[src/rtl/flappy_pkg.sv]
// rtl/flappy_pkg.sv - screen/game constants and game-state enum shared by the flappy controllers
package flappy_pkg;

   localparam logic [10:0] H_VIS_START = 11'd144;
   localparam logic [10:0] H_VIS_END   = 11'd783;
   localparam logic [10:0] V_VIS_START = 11'd35;
   localparam logic [10:0] V_VIS_END   = 11'd514;

   localparam logic [10:0] EXIT_X      = 11'd104;
   localparam logic [10:0] WRAP_DIST   = 11'd680;
   localparam logic [9:0]  GAP_MIN     = 10'd75;

   typedef enum logic [1:0] {IDLE, RUN, DEAD} game_state_t;

endpackage

[src/rtl/lfsr8.sv]
// rtl/lfsr8.sv - 8-bit Fibonacci LFSR, x^8+x^6+x^5+x^4+1, seeded on reset
module lfsr8 #(
   parameter logic [7:0] SEED = 8'hA5
) (
   input  logic       clk,
   input  logic       rst,
   input  logic       en,
   output logic [7:0] out
);

   always_ff @(posedge clk or posedge rst) begin
      if (rst)
         out <= SEED;
      else if (en)
         out <= {out[6:0], out[7] ^ out[5] ^ out[4] ^ out[3]};
   end

endmodule

[src/rtl/pipe_controller.sv]
// rtl/pipe_controller.sv - two scrolling pipes, bird collision, score and game-state FSM
module pipe_controller
   import flappy_pkg::*;
#(
   parameter int PIPE_W = 40,
   parameter int GAP_H  = 120,
   parameter int SPEED  = 2,
   parameter int BIRD_X = 450
) (
   input  logic       clk,
   input  logic       rst,
   input  logic       up,
   input  logic [9:0] bird_y,
   input  logic [9:0] hCount,
   input  logic [9:0] vCount,
   output logic       pipe_fill,
   output logic       game_over,
   output logic [7:0] score
);

   localparam logic [10:0] PW    = 11'(PIPE_W);
   localparam logic [10:0] GH    = 11'(GAP_H);
   localparam logic [10:0] SP    = 11'(SPEED);
   localparam logic [10:0] BOX_L = 11'(BIRD_X - 5);
   localparam logic [10:0] BOX_R = 11'(BIRD_X + 5);

   game_state_t state, state_nxt;
   logic [7:0]  lfsr_out;
   logic [10:0] px [2];
   logic [9:0]  gap_top [2];
   logic [1:0]  hit, fill, pass;
   logic        ground, collide, scroll;
   logic [10:0] h11, v11, by11;
   logic [8:0]  score_sum;

   assign h11  = {1'b0, hCount};
   assign v11  = {1'b0, vCount};
   assign by11 = {1'b0, bird_y};

   lfsr8 #(.SEED(8'hA5)) u_lfsr (
      .clk (clk),
      .rst (rst),
      .en  (1'b1),
      .out (lfsr_out)
   );

   for (genvar i = 0; i < 2; i++) begin : g_pipe
      localparam logic [10:0] PX_RST  = (i == 0) ? 11'd784 : 11'd1124;
      localparam logic [9:0]  GAP_RST = (i == 0) ? 10'd200 : 10'd150;

      logic [10:0] px_q, px_nxt, gt, gb, right_edge;
      logic [9:0]  gap_q;
      logic        wrap;

      assign px[i]      = px_q;
      assign gap_top[i] = gap_q;
      assign gt         = {1'b0, gap_q};
      assign gb         = gt + GH;
      assign right_edge = px_q + PW - 11'd1;
      assign wrap       = (px_q <= EXIT_X);
      assign px_nxt     = wrap ? px_q + WRAP_DIST - SP : px_q - SP;

      // bird_y-5 < gap_top is rewritten as bird_y < gap_top+5 to avoid underflow near the top
      assign hit[i]  = (px_q <= BOX_R) && (right_edge >= BOX_L) &&
                       ((by11 < gt + 11'd5) || (by11 + 11'd5 >= gb));
      assign pass[i] = (right_edge >= BOX_L) && (px_nxt + PW - 11'd1 < BOX_L);
      assign fill[i] = (h11 >= px_q) && (h11 < px_q + PW) &&
                       (v11 >= V_VIS_START) && (v11 <= V_VIS_END) &&
                       ((v11 < gt) || (v11 >= gb));

      always_ff @(posedge clk or posedge rst) begin
         if (rst) begin
            px_q  <= PX_RST;
            gap_q <= GAP_RST;
         end else if (scroll) begin
            px_q <= px_nxt;
            if (wrap)
               gap_q <= GAP_MIN + {2'b00, lfsr_out};
         end
      end
   end

   assign ground    = (by11 >= V_VIS_END);
   assign collide   = (|hit) || ground;
   // a colliding tick freezes everything, so it never scrolls or scores
   assign scroll    = (state == RUN) && !collide;
   assign pipe_fill = |fill;
   assign score_sum = {1'b0, score} + {8'd0, pass[0]} + {8'd0, pass[1]};

   always_comb begin
      state_nxt = state;
      case (state)
         IDLE:    if (up) state_nxt = RUN;
         RUN:     if (collide) state_nxt = DEAD;
         default: state_nxt = state;
      endcase
   end

   always_ff @(posedge clk or posedge rst) begin
      if (rst) begin
         state     <= IDLE;
         game_over <= 1'b0;
         score     <= 8'd0;
      end else begin
         state     <= state_nxt;
         game_over <= (state_nxt == DEAD);
         if (scroll)
            score <= score_sum[8] ? 8'hFF : score_sum[7:0];
      end
   end

endmodule

[config.mk]
export PLATFORM = sky130hd
export DESIGN_NAME = pipe_controller
export DESIGN_NICKNAME = d
export VERILOG_FILES = /design/src/rtl/flappy_pkg.sv /design/src/rtl/lfsr8.sv /design/src/rtl/pipe_controller.sv
export SDC_FILE = /design/constraint.sdc
export NUM_CORES = 1
export LEC_CHECK = 0
export CELL_PAD_IN_SITES_DETAIL_PLACEMENT = 2
export CELL_PAD_IN_SITES_GLOBAL_PLACEMENT = 2
export CORE_ASPECT_RATIO = 0.6
export CORE_MARGIN = 2
export CORE_UTILIZATION = 42
export CTS_CLUSTER_DIAMETER = 50
export DETAILED_ROUTE_END_ITERATION = 8
export PLACE_DENSITY_LB_ADDON = 0.1
export SLEW_MARGIN = 20
export SYNTH_ARGS = -nofsm -noshare
export SYNTH_HDL_FRONTEND = slang
export SYNTH_SLANG_ARGS = --single-unit
[constraint.sdc]
create_clock -name clk -period 11.5 [get_ports clk]
set_input_delay 2.3 -clock clk [delete_from_list [all_inputs] [get_ports clk]]
set_output_delay 2.3 -clock clk [all_outputs]
set_load 0.005 [all_outputs]
# Word level (Yosys, flattened, before mapping)
# Index checks and enable logic that the tools add are counted.
[totals]
wordCells = 90
ff_bits = 61
in_bits = 33
output_inout_bits = 10
[op_classes]
muxes = 6
eq_ne = 2
n_lt_le_gt_ge = 23
addsub = 22
n_reduce_logical = 26
n_bitwise = 3
[ops]
columns = ["cell", "count"]
rows = [
  ["$add A11 B6 Y11 const B", 4],
  ["$ge A10 B11 Y1", 4],
  ["$lt A10 B11 Y1", 4],
  ["$sub A11 B1 Y11 const B", 4],
  ["$sub A11 B2 Y11 const B", 4],
  ["$add A10 B3 Y11 const B", 3],
  ["$add A10 B7 Y11 const B", 2],
  ["$add A11 B10 Y11 const B", 2],
  ["$ge A11 B11 Y1", 2],
  ["$ge A11 B9 Y1 const B", 2],
  ["$le A11 B7 Y1 const B", 2],
  ["$le A11 B9 Y1 const B", 2],
  ["$lt A11 B9 Y1 const B", 2],
  ["$mux W11", 2],
  ["$lt A10 B10 Y1", 2],
  ["$logic_and A1 B1 Y1", 15],
  ["$ge A10 B10 Y1 const B", 1],
  ["$ge A10 B6 Y1 const B", 1],
  ["$le A10 B10 Y1 const B", 1],
  ["$add A7 B8 Y9 const A", 1],
  ["$add A8 B1 Y9", 1],
  ["$add A9 B1 Y9", 1],
  ["$mux W8", 1],
  ["$logic_or A1 B1 Y1", 5],
  ["9 further kinds", 14],
]

# Longest topological paths before layout
# Gate-level depths: netlist of run 1.
[logic_depth]
ltp_word = 10
ltp_mapped = 19
mapped_depth_nobuf = 17

# Cells and area by module
# Synthesis of run 1 repeated with hierarchy kept, for this count alone.
[hier_totals]
cells_unflattened = 801
hier_area_um2 = 6993.0
[by_module_without_submodules]
columns = ["mod", "area_per_inst_um2", "cells_each", "seq_area_each_um2", "instances"]
rows = [
  ["pipe_controller", 6665.1, 779, 1243.7, 1],
  ["lfsr8", 327.8, 22, 205.2, 1],
]

# Worst setup path after synthesis of run 1
# OpenSTA, ideal clock, no wires.
[synth_path]
path_type = "input-to-output"
start = "input hCount[1]"
end = "output pipe_fill"
path_buffers = 0
t_required_ps = 9200
slack_ps = 5310
path_stages = 9
arrival_time_ps = 3890
path_cell_list = "ha_1 o21ai_0 a21oi_1 o21ai_0 a21oi_1 a2111oi_0 o21ai_0 a221o_1 o32ai_1"
[synth_via]
elab_chain_cells = 6
elab_cells_between_ends = 13
classes_between = "order compare (4); reduce/logical (9)"
[synth_lines]
columns = ["item", "line", "source"]
rows = [
  ["from (decl)", "pipe_controller.sv:14", "input logic [9:0] hCount,"],
  ["$ge A10 B11 Y1 / $lt A10 B11 Y1 (equally long branches)", "pipe_controller.sv:67", "assign fill[i] = (h11 >= px_q) && (h11 < px_q + PW) &&"],
  ["$logic_and A1 B1 Y1 (2 in series)", "pipe_controller.sv:67", ""],
  ["$logic_and A1 B1 Y1 (2 in series)", "pipe_controller.sv:68", "(v11 >= V_VIS_START) && (v11 <= V_VIS_END) &&"],
  ["$reduce_or A2 Y1 (*)", "pipe_controller.sv:87", "assign pipe_fill = |fill;"],
  ["to (decl)", "pipe_controller.sv:16", "output logic pipe_fill,"],
]
# Every way passes the cells marked *; elsewhere a longest branch is shown, timed or not.

# Worst setup path in the final report of run 1
[layout_path]
start = "input vCount[4]"
end = "output pipe_fill"
[layout_via]
elab_chain_cells = 5
elab_cells_between_ends = 15
classes_between = "order compare (6); reduce/logical (9)"
[layout_lines]
columns = ["item", "line", "source"]
rows = [
  ["from (decl)", "pipe_controller.sv:15", "input logic [9:0] vCount,"],
  ["$ge A10 B6 Y1", "pipe_controller.sv:68", ""],
  ["$logic_and A1 B1 Y1", "pipe_controller.sv:67", ""],
  ["$logic_and A1 B1 Y1 (2 in series)", "pipe_controller.sv:68", ""],
  ["$reduce_or A2 Y1 (*)", "pipe_controller.sv:87", ""],
]
# Marks and branches as above.

==> results of run 1 <==
[kinds of logic after synthesis]
kind of cell / Yosys count / synth area share
AO/OA/AOI/OAI: 212 / 0.206
XOR/XNOR: 84 / 0.0993
adder cells (fa/ha/maj): 128 / 0.217
buffers and inverters: 91 / 0.0541
flip-flops: 57 / 0.196
multiplexers: 38 / 0.0549
AND/OR/NAND/NOR: 219 / 0.174
[metal layers]
metal	up-vias	track usage	routed length, µm
met4	0	0.0396	137
li1	3127	-	-
met3	16	0.0557	1270
met2	127	0.452	11500
met5	-	0	0
met1	3463	0.434	13600
[cell usage after synthesis (all sizes together), types with 7 or more instances]
cell     count  area [µm²]
ha         126        1580
xnor2       73         639
inv         61         229
a21oi       43         226
dfrtp       39         976
nand2       37         139
o21ai       37         185
nor2        29         109
nand3       27         148
mux2        21         236
buf         20         134
nand2b      20         125
nor3        19        95.1
o21a        19         143
a21o        18         135
dfstp       18         473
mux2i       17         170
nand4       16         130
a211oi      12        90.1
xor2        11        96.3
nor2b       10        62.6
or3         10        62.6
clkbuf       9        33.8
a2111oi      8        70.1
nor4         7        50.1
[layout make-up]
| type | instances | area [µm²] | share of cell area |
|---|---|---|---|
| clock buffer | 9 | 225 | 0.0273 |
| tap | 234 | 293 | 0.0355 |
| timing repair buffer | 43 | 425 | 0.0516 |
| multi-input combinational | 681 | 5560 | 0.675 |
| inverter | 62 | 233 | 0.0282 |
| clock inverter | 7 | 56.3 | 0.00683 |
| sequential | 57 | 1450 | 0.176 |
[sequential cells by signal, indices dropped and copies added (netlist names)]
name          flops
state             2
score             8
g_pipe.px_q      20
u_lfsr.out        8
game_over         1
g_pipe.gap_q     18
[power by group]
group	internal [mW]	switching (mW)
combinational	0.326	0.511
clock	0.147	0.109
sequential	0.234	0.0763
total	0.706	0.696
[critical path, stage by stage]
cell and delay, ns:
clkdlybuf4s50_1 0.53, a2111oi_1 1.08, nand4b_1 0.18, o221ai_1 0.17, nand2_1 0.09, a221o_1 0.26
o32ai_1 0.12, clkdlybuf4s50_1 0.55
[stage by stage]
| stage | instance area [µm²] | hold slack [ns] | std cells |
|---|---|---|---|
| 2_1_floorplan | 7410 | 0.375 | 829 |
| 3_3_place_gp | 7960 | 0.388 | 1077 |
| 3_5_place_dp | 7960 | 0.402 | 1077 |
| 4_1_cts | 8240 | 0.413 | 1093 |
| 6_report | 8240 | 0.410 | 1093 |
| 5_1_grt | 8240 | 0.437 | 1093 |
[path summary, 6_finish.rpt]
path,slack [ns],end
hold / removal,0.41,u_lfsr.out[2]
min in group asynchronous,2.53,g_pipe[1].px_q[9]
max in group asynchronous,8.45,game_over
setup / recovery,3.89,pipe_fill
hold reg to reg,0.41,u_lfsr.out[2]
setup reg to reg,6.04,score[5]
==> impl_metrics.py, run 1 <==
metrics = {
    "outcome": {
        "outcome": "complete, no violations",
    },
    "sta": {
        "setup_tns_ns": 0,
        "period_share": 0.662,
        "fin_skew_ns": 0.00706,
        "slew_viol_final": 0,
        "worstMarginPinSlew_ns": 1.19,
        "max_freq_ghz": 0.131,
        "hold_viol": 0,
        "slew_headroom": 0.204,
        "layout_setup_ws_ns": 3.89,
        "rsz0062_at_grt": "false",
        "setup_violations": 0,
        "layout_min_cycle_time_ns": 7.61,
    },
    "routing": {
        "finalWirelength_mm": 26.5,
        "wl_per_cell_um": 24.3,
        "ant_nets": 0,
        "dr_total_vias": 6733,
        "drt-vias-per-instance": 6.16,
        "firstDrtPassIters": 4,
        "dr.first_iter.drc_count": 329,
        "drc": 0,
    },
    "floorplanning": {
        "fp-row-count": 37,
        "die_w_um": 175,
        "core-area_mm2": 0.0172,
        "start_util": 0.430,
        "dieArea_mm2": 0.0187,
        "die_h_um": 107,
        "ioPinCount": 43,
    },
    "critical_path": {
        "reg2reg_from": "g_pipe[1].px_q[3]",
        "critPathKind": "input pin to output pin",
        "cp.arrival_ns": 5.31,
        "cp_max_fo": 5,
        "required_ns": 9.20,
        "start_kind": "input pin",
        "setup.worst_path.end_class": "output pin",
        "reg2reg_depth": 16,
        "crit_start": "vCount[4]",
    },
    "clocking": {
        "cts_tree": "yes",
        "cts_resized": 0,
        "cts.htree.levels": 3,
        "clk_path_buf_depth": 2,
        "root_buffer": "clkbuf_16",
        "cts-buffers-inserted": 9,
        "hold_buffers": 0,
        "cts_setup_buffers": 0,
        "clk_latency_ns": 0.34,
        "clock-sinks": 57,
        "cts.clk_slew.worst_paths_ns": 0.05,
    },
    "min_path": {
        "worstHoldStart": "u_lfsr.out[1]",
        "hp-class": "flop to flop",
        "hold_depth": 0,
    },
    "global_route": {
        "grt_usage": 0.293,
        "grt_max_degree": 58,
        "grt_overflow": 0,
        "antenna_found_initial": 0,
        "grt_first_pass_wirelength_mm": 42.6,
        "grt_pass1_vias": 7296,
    },
    "power_and_ir_drop": {
        "report.power.total_mw": 1.40,
        "total_leakage_power_nw": 3.58,
        "ir_drop_mv": 0.0875,
        "power.density_mw_per_mm2": 170,
    },
    "cells_and_area": {
        "nets": 1014,
        "final_util": 0.478,
        "layout_commonest_cell": "ha_1",
        "final.fill_count": 1896,
        "area_growth_pct": 11.3,
        "n_antenna_cell": 0,
        "mostFrequentLayoutCells": "126 x ha_1, 73 x xnor2_1, 59 x inv_1, 42 x a21oi_1, 41 x clkdlybuf4s50_1",
        "drive_above_1_share": 0.0733,
    },
    "yosys": {
        "ys_ff_latch": 57,
        "async_reset_ff_frac": 1.00,
        "synth_cell_types": 90,
        "syn_inst": 829,
        "mappedNetlistNets": 989,
        "synth_edf_count": 0,
        "syn_avg_cell_area_um2": 8.93,
        "netlist_area_mm2": 0.00741,
        "yosysSeqAreaShare": 0.196,
        "ys.warnings.count": 0,
        "synth_ff_type": "dfrtp_1",
    },
    "placed_design": {
        "hpwl_mm": 21.1,
        "gp_congestion": 0.859,
        "port_buffers": 41,
        "pre_cts_ws_ns": 3.97,
    },
    "run": {
        "drv_cap": 0,
    },
}
Power figures use the tool's default switching activity.
==> run 2, diff against run 1 <==
- CORE_UTILIZATION: 42 -> 35
- clock period: 11.5 -> 6.1 ns (I/O delays scaled with it)
==> impl_metrics.py, run 2 (synthesis results as in run 1) <==
metrics = {
    "clocking": {
        "cts-buffers-inserted": 9,
        "clk_path_buf_depth": 2,
        "cts_resized": 0,
        "cts_setup_buffers": 0,
        "root_buffer": "clkbuf_16",
        "cts_tree": "yes",
        "hold_buffers": 0,
        "clock-sinks": 57,
        "clk_latency_ns": 0.34,
        "cts.clk_slew.worst_paths_ns": 0.07,
        "cts.htree.levels": 3,
    },
    "cells_and_area": {
        "fin_area_mm2": 0.00837,
        "seq_area_mm2": 0.00145,
        "multiInputGateArea_mm2": 0.00556,
        "area_growth_pct": 13.0,
        "fin_cells": 1144,
        "drive_above_1_share": 0.0798,
        "nets": 1020,
        "mostFrequentLayoutCells": "126 x ha_1, 73 x xnor2_1, 59 x inv_1, 42 x a21oi_1, 41 x clkdlybuf4s50_1",
        "final.fill_count": 2293,
        "final_util": 0.401,
        "layout_commonest_cell": "ha_1",
        "n_antenna_cell": 0,
        "regMostFlops": "g_pipe.px_q",
        "reg.largest.list": "g_pipe.px_q (20), g_pipe.gap_q (18)",
        "largest_reg_flops": 20,
    },
    "sta": {
        "max_freq_ghz": 0.178,
        "layout_min_cycle_time_ns": 5.63,
        "setup_violations": 0,
        "fin_skew_ns": 0.0131,
        "slew_viol_final": 0,
        "hold_viol": 0,
        "period_share": 0.922,
        "layout_setup_ws_ns": 0.473,
        "rsz0062_at_grt": "false",
        "setup_tns_ns": 0,
        "worstMarginPinSlew_ns": 0.840,
        "hold_ws_ns": 0.410,
        "slew_headroom": 0.426,
    },
    "global_route": {
        "grt_pass1_vias": 7010,
        "grt_max_degree": 58,
        "grt_usage": 0.244,
        "grt_first_pass_wirelength_mm": 41.5,
        "antenna_found_initial": 0,
        "grt_overflow": 0,
    },
    "power_and_ir_drop": {
        "report.power.total_mw": 2.68,
        "power.density_mw_per_mm2": 321,
        "ir_drop_mv": 0.133,
        "total_leakage_power_nw": 3.63,
    },
    "run": {
        "drv_cap": 0,
    },
    "critical_path": {
        "cp.arrival_ns": 4.41,
        "reg2reg_from": "g_pipe[1].px_q[4]",
        "regToRegSetupSlack_ns": 0.99,
        "start_kind": "input pin",
        "setup.worst_path.end_class": "output pin",
        "reg2reg_to": "score[5]",
        "required_ns": 4.88,
        "critPathKind": "input pin to output pin",
        "crit_start": "hCount[1]",
        "reg2reg_depth": 16,
        "endpoint": "pipe_fill",
        "cp_max_fo": 2,
    },
    "placed_design": {
        "pre_cts_ws_ns": 0.546,
        "dp_cells": 1128,
        "gp_congestion": 0.803,
        "placed_cell_area_mm2": 0.00806,
        "hpwl_mm": 21.4,
        "port_buffers": 41,
    },
    "floorplanning": {
        "dieArea_mm2": 0.0224,
        "ioPinCount": 43,
        "die_w_um": 192,
        "fp-row-count": 41,
        "start_util": 0.355,
        "core-area_mm2": 0.0209,
        "die_h_um": 117,
    },
    "routing": {
        "ant_nets": 0,
        "firstDrtPassIters": 4,
        "wl_per_cell_um": 23.0,
        "finalWirelength_mm": 26.3,
        "dr_total_vias": 6530,
        "dr.first_iter.drc_count": 304,
        "drc": 0,
        "drt-vias-per-instance": 5.71,
    },
    "outcome": {
        "outcome": "complete, no violations",
    },
    "min_path": {
        "hp-class": "flop to flop",
    },
}
==> run 2: cell types whose count changed in the layout (fill, tap and decap cells not counted) <==
cell,previous run,this run
clkinvlp_4,4,1
buf_4,2,8
inv_6,1,5
clkinv_4,2,0
bufinv_16,0,1
==> run 2: critical path, cell delays in order <==
cell and delay [ns]:
clkdlybuf4s50_1 0.44, ha_1 0.31, o21ai_0 0.29, a21oi_1 0.13, o21ai_0 0.19, a21oi_1 0.11
a2111oi_0 0.45, o21ai_0 0.14, a221o_1 0.30, o32ai_1 0.23, clkdlybuf4s50_1 0.59
==> run 2: worst min-delay path by stage <==
stage | slack, ns | to | from | depth (start not counted)
2_1_floorplan | 0.38 | u_lfsr.out[2] | u_lfsr.out[1] | 0
3_3_place_gp | 0.39 | u_lfsr.out[2] | u_lfsr.out[1] | 0
3_5_place_dp | 0.40 | u_lfsr.out[2] | u_lfsr.out[1] | 0
4_1_cts | 0.41 | u_lfsr.out[2] | u_lfsr.out[1] | 0
5_1_grt | 0.42 | u_lfsr.out[2] | u_lfsr.out[1] | 0
6_report | 0.41 | u_lfsr.out[2] | u_lfsr.out[1] | 0
==> run 2: layout make-up <==
type	count	share of cell area
Clock buffer	9	0.0269
Tap cell	279	0.0417
Multi-Input combinational cell	681	0.664
Inverter	62	0.0278
Timing Repair Buffer	49	0.0562
Sequential cell	57	0.173
Clock inverter	7	0.00972
==> run 2: metal layers <==
layer	global-route usage	part of all wire	vias up
li1	-	-	3133
met1	0.383	0.57	3344
met2	0.367	0.41	43
met3	0.0255	0.021	10
met4	0.0267	0.0041	0
met5	0	0	-
==> run 2: report_power, final <==
group / total [mW] / internal (mW) / switching [mW]
Sequential: 0.553 / 0.441 / 0.112
Combinational: 1.59 / 0.617 / 0.972
Clock: 0.543 / 0.324 / 0.219
==> run 3, diff against run 2 <==
- ABC_CLOCK_PERIOD_IN_PS: not set -> 6100
==> results of run 3 <==
Final layout, timing and power as in run 2 (identical DEF).
